==> src/rtl/ahb_arb_pkg.sv <==
// Shared encodings for the system AHB arbiter: HTRANS codes, FSM states, master IDs.
package ahb_arb_pkg;

    // HTRANS encodings
    localparam logic [1:0] HTRANS_IDLE   = 2'b00;
    localparam logic [1:0] HTRANS_BUSY   = 2'b01;
    localparam logic [1:0] HTRANS_NONSEQ = 2'b10;
    localparam logic [1:0] HTRANS_SEQ    = 2'b11;

    // Arbiter state
    typedef enum logic [1:0] {
        PARK   = 2'd0,
        OWN    = 2'd1,
        LOCKED = 2'd2
    } arb_state_e;

    // Master IDs on the system bus
    localparam int CPU1 = 0;
    localparam int CPU2 = 1;
    localparam int DMA  = 2;

    // Width of HMASTER / master IDs and of the hold counter
    localparam int MID_W  = 2;
    localparam int HOLD_W = 8;

endpackage

==> src/rtl/ahb_bus_arbiter_rr_pick.sv <==
// Round-robin winner select: scans from owner+1 upward (wrapping), owner last.
module rr_pick
    import ahb_arb_pkg::*;
#(
    parameter int NUM_MASTERS = 3
) (
    input  logic [NUM_MASTERS-1:0] req,
    input  logic [MID_W-1:0]       owner,
    output logic [NUM_MASTERS-1:0] win_oh,
    output logic [MID_W-1:0]       win_id,
    output logic                   win_vld
);

    // First requester found after the owner wins; the owner is scanned last
    always_comb begin
        int             idx;
        logic [MID_W-1:0] sel;
        win_oh  = '0;
        win_id  = '0;
        win_vld = 1'b0;
        idx     = 0;
        sel     = '0;
        for (int k = 1; k <= NUM_MASTERS; k++) begin
            idx = int'(owner) + k;
            if (idx >= NUM_MASTERS) idx = idx - NUM_MASTERS;
            sel = MID_W'(idx);
            if (!win_vld && (idx < NUM_MASTERS) && req[sel]) begin
                win_vld     = 1'b1;
                win_id      = sel;
                win_oh[sel] = 1'b1;
            end
        end
    end

endmodule

==> src/rtl/ahb_bus_arbiter.sv <==
// Round-robin AHB arbiter for CPU1, CPU2 and DMA with lock, burst and hold-limit handling.
module ahb_bus_arbiter
    import ahb_arb_pkg::*;
#(
    parameter int NUM_MASTERS    = 3,
    parameter int DEFAULT_MASTER = 0,
    parameter int MAX_HOLD       = 16
) (
    input  logic                   HCLK,
    input  logic                   HRESET,
    input  logic [NUM_MASTERS-1:0] HBUSREQ,
    input  logic [NUM_MASTERS-1:0] HLOCK,
    input  logic [NUM_MASTERS-1:0] master_en,
    input  logic [1:0]             HTRANS,
    input  logic                   HREADY,
    output logic [NUM_MASTERS-1:0] HGRANT,
    output logic [MID_W-1:0]       HMASTER,
    output logic [MID_W-1:0]       HMASTER_D,
    output logic                   HMASTLOCK
);

    localparam logic [MID_W-1:0]       DEF_ID   = MID_W'(DEFAULT_MASTER);
    localparam logic [NUM_MASTERS-1:0] DEF_OH   = NUM_MASTERS'(1) << DEFAULT_MASTER;
    localparam logic [HOLD_W-1:0]      HOLD_LIM = HOLD_W'(MAX_HOLD);
    localparam logic [HOLD_W-1:0]      HOLD_MAX = '1;

    arb_state_e             st, st_nxt;
    logic [HOLD_W-1:0]      hold_cnt, hold_nxt;
    logic [NUM_MASTERS-1:0] grant_nxt;
    logic [MID_W-1:0]       owner_nxt;

    logic [NUM_MASTERS-1:0] req;
    logic                   owner_req;
    logic                   others_req;
    logic                   hold_expired;
    logic                   trans_ok;
    logic                   trans_idle;
    logic                   xfer;
    logic                   arb_pt;

    logic [NUM_MASTERS-1:0] win_oh;
    logic [MID_W-1:0]       win_id;
    logic                   win_vld;

    // Requests count only while the master is enabled (CPU2 gated by cpu2_en)
    assign req          = HBUSREQ & master_en;
    // HMASTER doubles as the round-robin pointer: the scan starts after the owner
    assign owner_req    = req[HMASTER];
    assign others_req   = |(req & ~HGRANT);
    assign hold_expired = (hold_cnt >= HOLD_LIM) && others_req;
    // BUSY and SEQ are inside a burst; only IDLE/NONSEQ boundaries allow handover
    assign trans_idle   = (HTRANS == HTRANS_IDLE);
    assign trans_ok     = trans_idle || (HTRANS == HTRANS_NONSEQ);
    assign xfer         = HTRANS[1];

    rr_pick #(
        .NUM_MASTERS (NUM_MASTERS)
    ) u_pick (
        .req     (req),
        .owner   (HMASTER),
        .win_oh  (win_oh),
        .win_id  (win_id),
        .win_vld (win_vld)
    );

    // Arbitration point detection and next grant/state selection
    always_comb begin
        st_nxt    = st;
        grant_nxt = HGRANT;
        owner_nxt = HMASTER;
        arb_pt    = 1'b0;
        case (st)
            PARK, OWN: arb_pt = HREADY && trans_ok &&
                                (!owner_req || trans_idle || hold_expired);
            LOCKED:    arb_pt = HREADY && trans_ok && !HLOCK[HMASTER];
            default:   arb_pt = HREADY;
        endcase
        if (arb_pt) begin
            if (win_vld) begin
                grant_nxt = win_oh;
                owner_nxt = win_id;
                st_nxt    = HLOCK[win_id] ? LOCKED : OWN;
            end else begin
                grant_nxt = DEF_OH;
                owner_nxt = DEF_ID;
                st_nxt    = PARK;
            end
        end
    end

    // Hold counter: restarts with each new owner, counts completed address phases
    always_comb begin
        hold_nxt = hold_cnt;
        if (owner_nxt != HMASTER) begin
            hold_nxt = '0;
        end else if (HREADY && xfer && (hold_cnt != HOLD_MAX)) begin
            hold_nxt = hold_cnt + 1'b1;
        end
    end

    // Address-phase owner registers: grant, HMASTER and lock update together
    always_ff @(posedge HCLK) begin
        if (HRESET) begin
            st        <= PARK;
            HGRANT    <= DEF_OH;
            HMASTER   <= DEF_ID;
            HMASTLOCK <= 1'b0;
            hold_cnt  <= '0;
        end else begin
            st        <= st_nxt;
            HGRANT    <= grant_nxt;
            HMASTER   <= owner_nxt;
            HMASTLOCK <= (st_nxt == LOCKED);
            hold_cnt  <= hold_nxt;
        end
    end

    // Data-phase owner trails the address phase and freezes through wait states
    always_ff @(posedge HCLK) begin
        if (HRESET) begin
            HMASTER_D <= DEF_ID;
        end else if (HREADY) begin
            HMASTER_D <= HMASTER;
        end
    end

endmodule
==> config.mk <==
export PLATFORM = sky130hd
export DESIGN_NAME = ahb_bus_arbiter
export DESIGN_NICKNAME = d
export VERILOG_FILES = /design/src/rtl/ahb_arb_pkg.sv /design/src/rtl/ahb_bus_arbiter_rr_pick.sv /design/src/rtl/ahb_bus_arbiter.sv
export SDC_FILE = /design/constraint.sdc
export NUM_CORES = 1
export LEC_CHECK = 0
export BUFFER_PORTS_ARGS = -buffer_cell sky130_fd_sc_hd__clkbuf_2
export CAP_MARGIN = 20
export CELL_PAD_IN_SITES_DETAIL_PLACEMENT = 0
export CELL_PAD_IN_SITES_GLOBAL_PLACEMENT = 1
export CORE_ASPECT_RATIO = 0.75
export CORE_MARGIN = 8
export CORE_UTILIZATION = 42
export DETAILED_ROUTE_END_ITERATION = 12
export PLACE_DENSITY_LB_ADDON = 0.1
export RECOVER_POWER = 100
export SYNTH_ARGS = -nofsm -noshare
export SYNTH_HDL_FRONTEND = slang
export SYNTH_SLANG_ARGS = --single-unit
==> constraint.sdc <==
create_clock -name HCLK -period 3.15 [get_ports HCLK]
set_input_delay 0.315 -clock HCLK [delete_from_list [all_inputs] [get_ports HCLK]]
set_output_delay 0.315 -clock HCLK [all_outputs]
set_load 0.05 [all_outputs]
==> results of run 1 <==
-- stage by stage --
step,cells,power [uW]
after floorplan,164,458.6
after global placement,221,529.3
after detailed placement,221,527.4
after CTS,225,718.7
after global routing,225,758.5
final,225,714.3
-- worst max path at each step --
stage / slack, ns / start / to
CTS: 0.39 / HMASTER[0]$_SDFF_PP0_ / HMASTLOCK$_SDFF_PP0_
floorplan: 0.06 / HMASTER[0]$_SDFF_PP0_ / st[0]$_SDFF_PP0_
finish: 0.29 / HMASTER[1]$_SDFF_PP0_ / st[0]$_SDFF_PP0_
global placement: 0.47 / HMASTER[0]$_SDFF_PP0_ / HMASTLOCK$_SDFF_PP0_
global route: 0.1 / HMASTER[1]$_SDFF_PP0_ / st[0]$_SDFF_PP0_
detailed placement: 0.41 / HMASTER[0]$_SDFF_PP0_ / HMASTLOCK$_SDFF_PP0_
-- Yosys cell counts (all sizes together), types with 2 or more instances --
master | number | area, um2
buf | 3 | 23.77
o211ai | 6 | 45.04
mux2i | 5 | 50.05
nand3 | 9 | 45.04
xnor2 | 5 | 43.79
a221oi | 2 | 17.52
a2111o | 3 | 33.78
nor3b | 4 | 35.03
dfxtp | 18 | 360.4
nand4 | 4 | 25.02
a41oi | 3 | 33.79
a32oi | 3 | 26.28
a21oi | 13 | 65.06
nor2 | 10 | 37.54
xor2 | 2 | 17.52
ha | 10 | 125.1
inv | 6 | 22.52
nand3b | 5 | 37.54
nand2 | 12 | 45.04
nor3 | 7 | 35.03
o21ai | 2 | 10.00
clkbuf | 5 | 20.01
a211o | 5 | 43.79
mux2 | 2 | 26.27
-- metal layers --
metal / vias to the layer above / global-route usage [%]
li1: 673 / -
met3: 7 / 5.299
met2: 59 / 19.75
met1: 665 / 20.86
met4: 0 / 3.219
met5: - / 0
-- tightest hold or removal path, delay by kind of cell --
kind                   cells  cell delay [ns]
and+or+nand+nor            1             0.07
buffers and inverters      1             0.18
muxes                      1             0.09
-- cells in the final DEF (no fill, tap or decap), types with 3 or more instances in the layout --
| cell type | instances |
|---|---|
| a2111o_1 | 3 |
| a211o_1 | 5 |
| a21oi_1 | 13 |
| a32oi_1 | 3 |
| buf_4 | 3 |
| clkbuf_1 | 9 |
| clkbuf_2 | 13 |
| clkbuf_8 | 4 |
| dfxtp_1 | 18 |
| ha_1 | 10 |
| inv_1 | 6 |
| mux2i_1 | 5 |
| nand2_1 | 12 |
| nand3_1 | 9 |
| nand3b_1 | 5 |
| nand4_1 | 4 |
| nor2_1 | 10 |
| nor3_1 | 7 |
| nor3b_1 | 3 |
| o211ai_1 | 6 |
| xnor2_1 | 5 |
-- cell type report --
cell class / count / share of cell area, %
clock buffers: 4 / 3.467
inverters: 6 / 1.418
multi-input cells: 132 / 61.62
flip-flops and latches: 18 / 22.70
well taps: 40 / 3.152
repair buffers: 25 / 7.644
-- registers in the layout, indices dropped and copies added (netlist names) --
name,cells
HGRANT,3
HMASTER,2
HMASTER_D,2
HMASTLOCK,1
hold_cnt,8
st,2
-- report_power, final --
group / total (uW) / switching (uW) / internal (uW)
Combinational: 277 / 182 / 95.1
Clock: 188 / 76.9 / 111
Sequential: 249 / 9.06 / 240
-- logic make-up after synthesis --
kind of cell             Yosys count  synth area share [%]
XOR/XNOR                           7                 4.363
adder cells (fa/ha/maj)           10                 8.905
AO/OA/AOI/OAI                     48                 27.52
AND/OR/NAND/NOR                   60                 23.42
flip-flops                        18                 25.65
buffers and inverters             14                 4.719
multiplexers                       7                 5.432
==> metrics.txt, run 1 <==
Die W=82.79 um; mean post-synth cell area=8.568 um2; root buf cell=clkbuf_8; # IOs=22; met2 wire len=1520 um; WHS=0.4388 ns; R2R Setup Slk=0.29 ns; DRT Pass-1 Iters=4; Post-CTS Resized=0; syn_nets=188; WP buf/inv=1; CTS max path bufs=2; fmax=349.1 MHz; via count=1,404; largest net degree at the start of global routing=20; RR Startpoint=HMASTER[1]$_SDFF_PP0_; final core utilization=48.96%; Post-DRT Antenna Nets=0; max cap viols=0; Tcrit/Tclk final=90.94%; status=finished clean; Layout area overhead=13.00%; EDFF count, synth=0; First DRT Iteration DRCs=118; CTS Hold Bufs=0; Worst-Margin Slew=0.6830 ns; GRT Total Usage=14.52%; wire length per cell=17.01 um; Fin. Hold Viols=0; main flop type after synthesis=dfxtp_1; critical path required time=3.33 ns; H-tree Lvls=1; r2r endpoint=st[0]$_SDFF_PP0_; final wirelength=3827 um; placed cell area=1546 um2; Place WS=0.4126 ns; Async SR Flop Fraction=0%; CP Depth=8; peak per-stage delay on the critical path=0.49 ns; DRC errors left=0; vias per std cell=6.240; Setup Fix Bufs, Post-CTS=0; DR WL met3=389 um; number of global-route vias before repair=1,322; # rows=18; diode count=0; # fillers=337; VDD IR max=0.3609 mV; Std-Cell Core Area=3243 um2; critical path type=reg2reg; Die Y=66.09 um; sequential-to-total area share from yosys stat=25.65%; Seq cells post-synth=18; # port buffers=21; Ys Warns=0; crit end category=register; CTS tree=built; CTS Sinks=18; clk_skew=0.001317 ns; PwrDens=449.9 nW/um2; count of cell types in the netlist=51; crit path launch type=register; cells after synthesis=164; worst setup margin=0.2853 ns; initial antenna violation count=0; synthesized area=1405 um2; cts bufs inserted=3; setup violators final=0; Clk pin slew, worst setup/hold paths=0.07 ns; critical path's slowest cell=clkbuf_1; Initial Util=43.33%; Multi-input gate area=978.4 um2; gpl congestion=0.9477; Setup TNS=0 ns; crit path cell chain=clkbuf_1 > ha_1 > nand4_1 > o21ai_0 > nand2_1 > a32oi_1 > or4b_1 > a21oi_1; global route overflow=0; register area=360.3 um2; nets@finish=210; share of layout cells above drive strength 1=14.59%; Top Layer Used=met4; DRT met1 WL=1884 um; latest clock arrival within the worst-skew pair=0.25 ns; Hold Path Stages=3; DPL Wire Length=2951 um; global-route wire length before repair=6361 um; worst hold start=HREADY; Slew headroom=53.87%; CP Data Arrival Time=3.05 ns; worst-path maximum fanout=14; Pleak=0.0005812 uW; hold endpoint=HMASTER_D[1]$_SDFFE_PP0P_; Slew Limit Fails=0; fin crit period=2.865 ns; Worst Reg-to-Reg Cells=8; design area=1588 um2; RSZ-0062 raised after global routing=false; die area=5471 um2; critical path's top delay family=simple AND/OR/NAND/NOR gates; Min-Delay Path Class=in2reg
(Power assumes the default switching activity.)
==> run 2, diff against run 1 <==
PLACE_DENSITY_LB_ADDON = 0.2   (was 0.1)
==> run 2 against run 1 <==
Effect of this change: sequential power is essentially flat; via count decreased by 4.7%; highest routed layer unchanged; cell count unchanged; clock skew is 0.00089 ns higher; final area grew 0.24%; die area is the same; combinational power about the same; fmax increased by 2.4%; total power down 0.44%; global-route usage decreased by 0.11 points; critical path depth unchanged; register-to-register slack improved by 0.07 ns.
==> metrics.txt, run 2 (same netlist as run 1, synthesis figures left out) <==
root buf cell=clkbuf_8 (unchanged); Setup crit start=HMASTER[0]$_SDFF_PP0_ (was HMASTER[1]$_SDFF_PP0_); Setup Fix Bufs, Post-CTS=0 (unchanged); First DRT Iteration DRCs=103 (was 118); wire length per cell=16.49 um (was 17.01 um); peak per-stage delay on the critical path=0.48 ns (was 0.49 ns); largest net degree at the start of global routing=20 (unchanged); Die Y=66.09 um (unchanged); vias per std cell=5.947 (was 6.240); via count=1,338 (was 1,404); switching part of the total=37.08% (was 37.48%); max cap viols=0 (unchanged); fmax=357.4 MHz (was 349.1 MHz); # rows=18 (unchanged); VDD IR max=0.2636 mV (was 0.3609 mV); gpl congestion=0.9882 (was 0.9477); DPL Wire Length=2861 um (was 2951 um); critical path type=reg2reg (unchanged); nets@finish=210 (unchanged); Crit path top cell by count=a21oi_1; leading registers by flop count=hold_cnt x8, HGRANT x3 (unchanged); Slew Limit Fails=0 (unchanged); CP Depth=8 (unchanged); crit path launch type=register (unchanged); final wirelength=3710 um (was 3827 um); worst-path maximum fanout=9 (was 14); NetSw=263.7 uW (was 267.7 uW); number of global-route vias before repair=1,312 (was 1,322); sequential power share=35.0% (was 34.9%); crit path cell chain=inv_1 > ha_1 > a21boi_2 > o21ai_0 > a2111o_1 > a21oi_1 > o311ai_0 > a21oi_1 (was clkbuf_1 > ha_1 > nand4_1 > o21ai_0 > nand2_1 > a32oi_1 > or4b_1 > a21oi_1); PwrDens=446.8 nW/um2 (was 449.9 nW/um2); most common cell after layout, fill and taps aside=dfxtp_1 (unchanged); Int Pwr=447.4 uW (was 446.6 uW); critical path's top delay family=compound AO/OA/AOI/OAI gates (was simple AND/OR/NAND/NOR gates); CTS Hold Bufs=0 (unchanged); setup violators final=0 (unchanged); # port buffers=21 (unchanged); Worst Reg-to-Reg Cells=8 (unchanged); GRT Total Usage=14.41% (was 14.52%); Min-Delay Path Class=in2reg (unchanged); Std-Cell Core Area=3243 um2 (unchanged); global-route wire length before repair=6292 um (was 6361 um); die area=5471 um2 (unchanged); initial antenna violation count=0 (unchanged); Slew headroom=53.69% (was 53.87%); Worst-Margin Slew=0.6855 ns (was 0.6830 ns); latest clock arrival within the worst-skew pair=0.25 ns (about the same); # IOs=22 (unchanged); final core utilization=49.07% (was 48.96%); worst hold start=HREADY (unchanged); Layout area overhead=13.27% (was 13.00%); Hold Path Stages=3 (unchanged); diode count=0 (unchanged); RR Startpoint=HMASTER[0]$_SDFF_PP0_ (was HMASTER[1]$_SDFF_PP0_); Initial Util=43.33% (unchanged); RSZ-0062 raised after global routing=false (unchanged); Post-DRT Antenna Nets=0 (unchanged); most frequent cells in the layout=dfxtp_1, a21oi_1, clkbuf_2 (unchanged); # fillers=332 (was 337); Clock power frac=26.4% (was 26.3%); Largest register FFs=8 (unchanged); crit end category=register (unchanged); fin crit period=2.798 ns (was 2.865 ns); global route overflow=0 (unchanged); share of layout cells above drive strength 1=15.14% (was 14.59%); Die W=82.79 um (unchanged); clk_skew=0.002209 ns (was 0.001317 ns); Setup TNS=0 ns (unchanged); DRT Pass-1 Iters=4 (unchanged); Fin. Hold Viols=0 (unchanged); CTS max path bufs=2 (unchanged); Clk pin slew, worst setup/hold paths=0.07 ns (about the same); H-tree Lvls=1 (unchanged); WP buf/inv=1 (unchanged); Post-CTS Resized=0 (unchanged); status=finished clean (unchanged); Place WS=0.4108 ns (was 0.4126 ns); Pleak=0.0005853 uW (was 0.0005812 uW); worst setup margin=0.3521 ns (was 0.2853 ns); CTS Sinks=18 (unchanged); CTS tree=built (unchanged); critical path's slowest cell=a2111o_1 (was clkbuf_1); critical path required time=3.33 ns (about the same); CP Data Arrival Time=2.98 ns (was 3.05 ns); DRC errors left=0 (unchanged); Tcrit/Tclk final=88.82% (was 90.94%); largest reg by FF count=hold_cnt (unchanged); Combinational Power Share=38.6% (was 38.8%); cts bufs inserted=3 (unchanged)
==> run 2: cell count changes in the layout (fill, tap and decap cells not counted) <==
cell and delta:
clkbuf_1 -1, buf_4 +1, and2_0 +1, and2_1 -1
==> run 2: cell type report <==
cell class | count | area (um2) | share of cell area, %
Tap cell | 40 | 50.05 | 3.145
Multi-Input combinational cell | 132 | 978.4 | 61.48
Inverter | 6 | 22.52 | 1.415
Timing Repair Buffer | 25 | 125.1 | 7.862
Clock buffer | 4 | 55.05 | 3.459
Sequential cell | 18 | 360.3 | 22.64
==> run 2: power groups by stage <==
stage	sequential (uW)	combinational, uW	clock (uW)
detailed placement	254	271	0
finish	249	275	187
global placement	254	272	0
CTS	249	273	195
global route	251	297	204
floorplan	284	175	0
==> run 2: final timing paths <==
kind	to	slack (ns)
setup / recovery	HMASTLOCK$_SDFF_PP0_	0.35
hold / removal	HMASTER_D[0]$_SDFFE_PP0P_	0.44
setup reg to reg	HMASTLOCK$_SDFF_PP0_	0.35
hold reg to reg	HGRANT[2]$_SDFFE_PP0P_	0.46
==> run 2: worst reg2reg max path, delay by kind of cell, from the launching register on <==
family | cells | cell delay [ns]
AOI/OAI and AO/OA | 6 | 1.78
adders and majority gates | 1 | 0.47
buffers and inverters | 1 | 0.15
DFF | 1 | 0.32
==> run 2: routing by layer <==
layer	global-route usage [%]	wire length, um
met5	0	0
met4	3.004	8
met3	4.348	335
met2	18.88	1427
met1	21.90	1938
==> run 2: metrics by stage <==
step / instance area, um2 / cells / total power [uW] / hold WS [ns]
floorplan: 1405 / 164 / 458.6 / 0.4580
global placement: 1546 / 221 / 526.3 / 0.4560
detailed placement: 1546 / 221 / 525.6 / 0.4565
CTS: 1602 / 225 / 717.5 / 0.4341
global route: 1592 / 225 / 752.2 / 0.4572
finish: 1592 / 225 / 711.1 / 0.4359
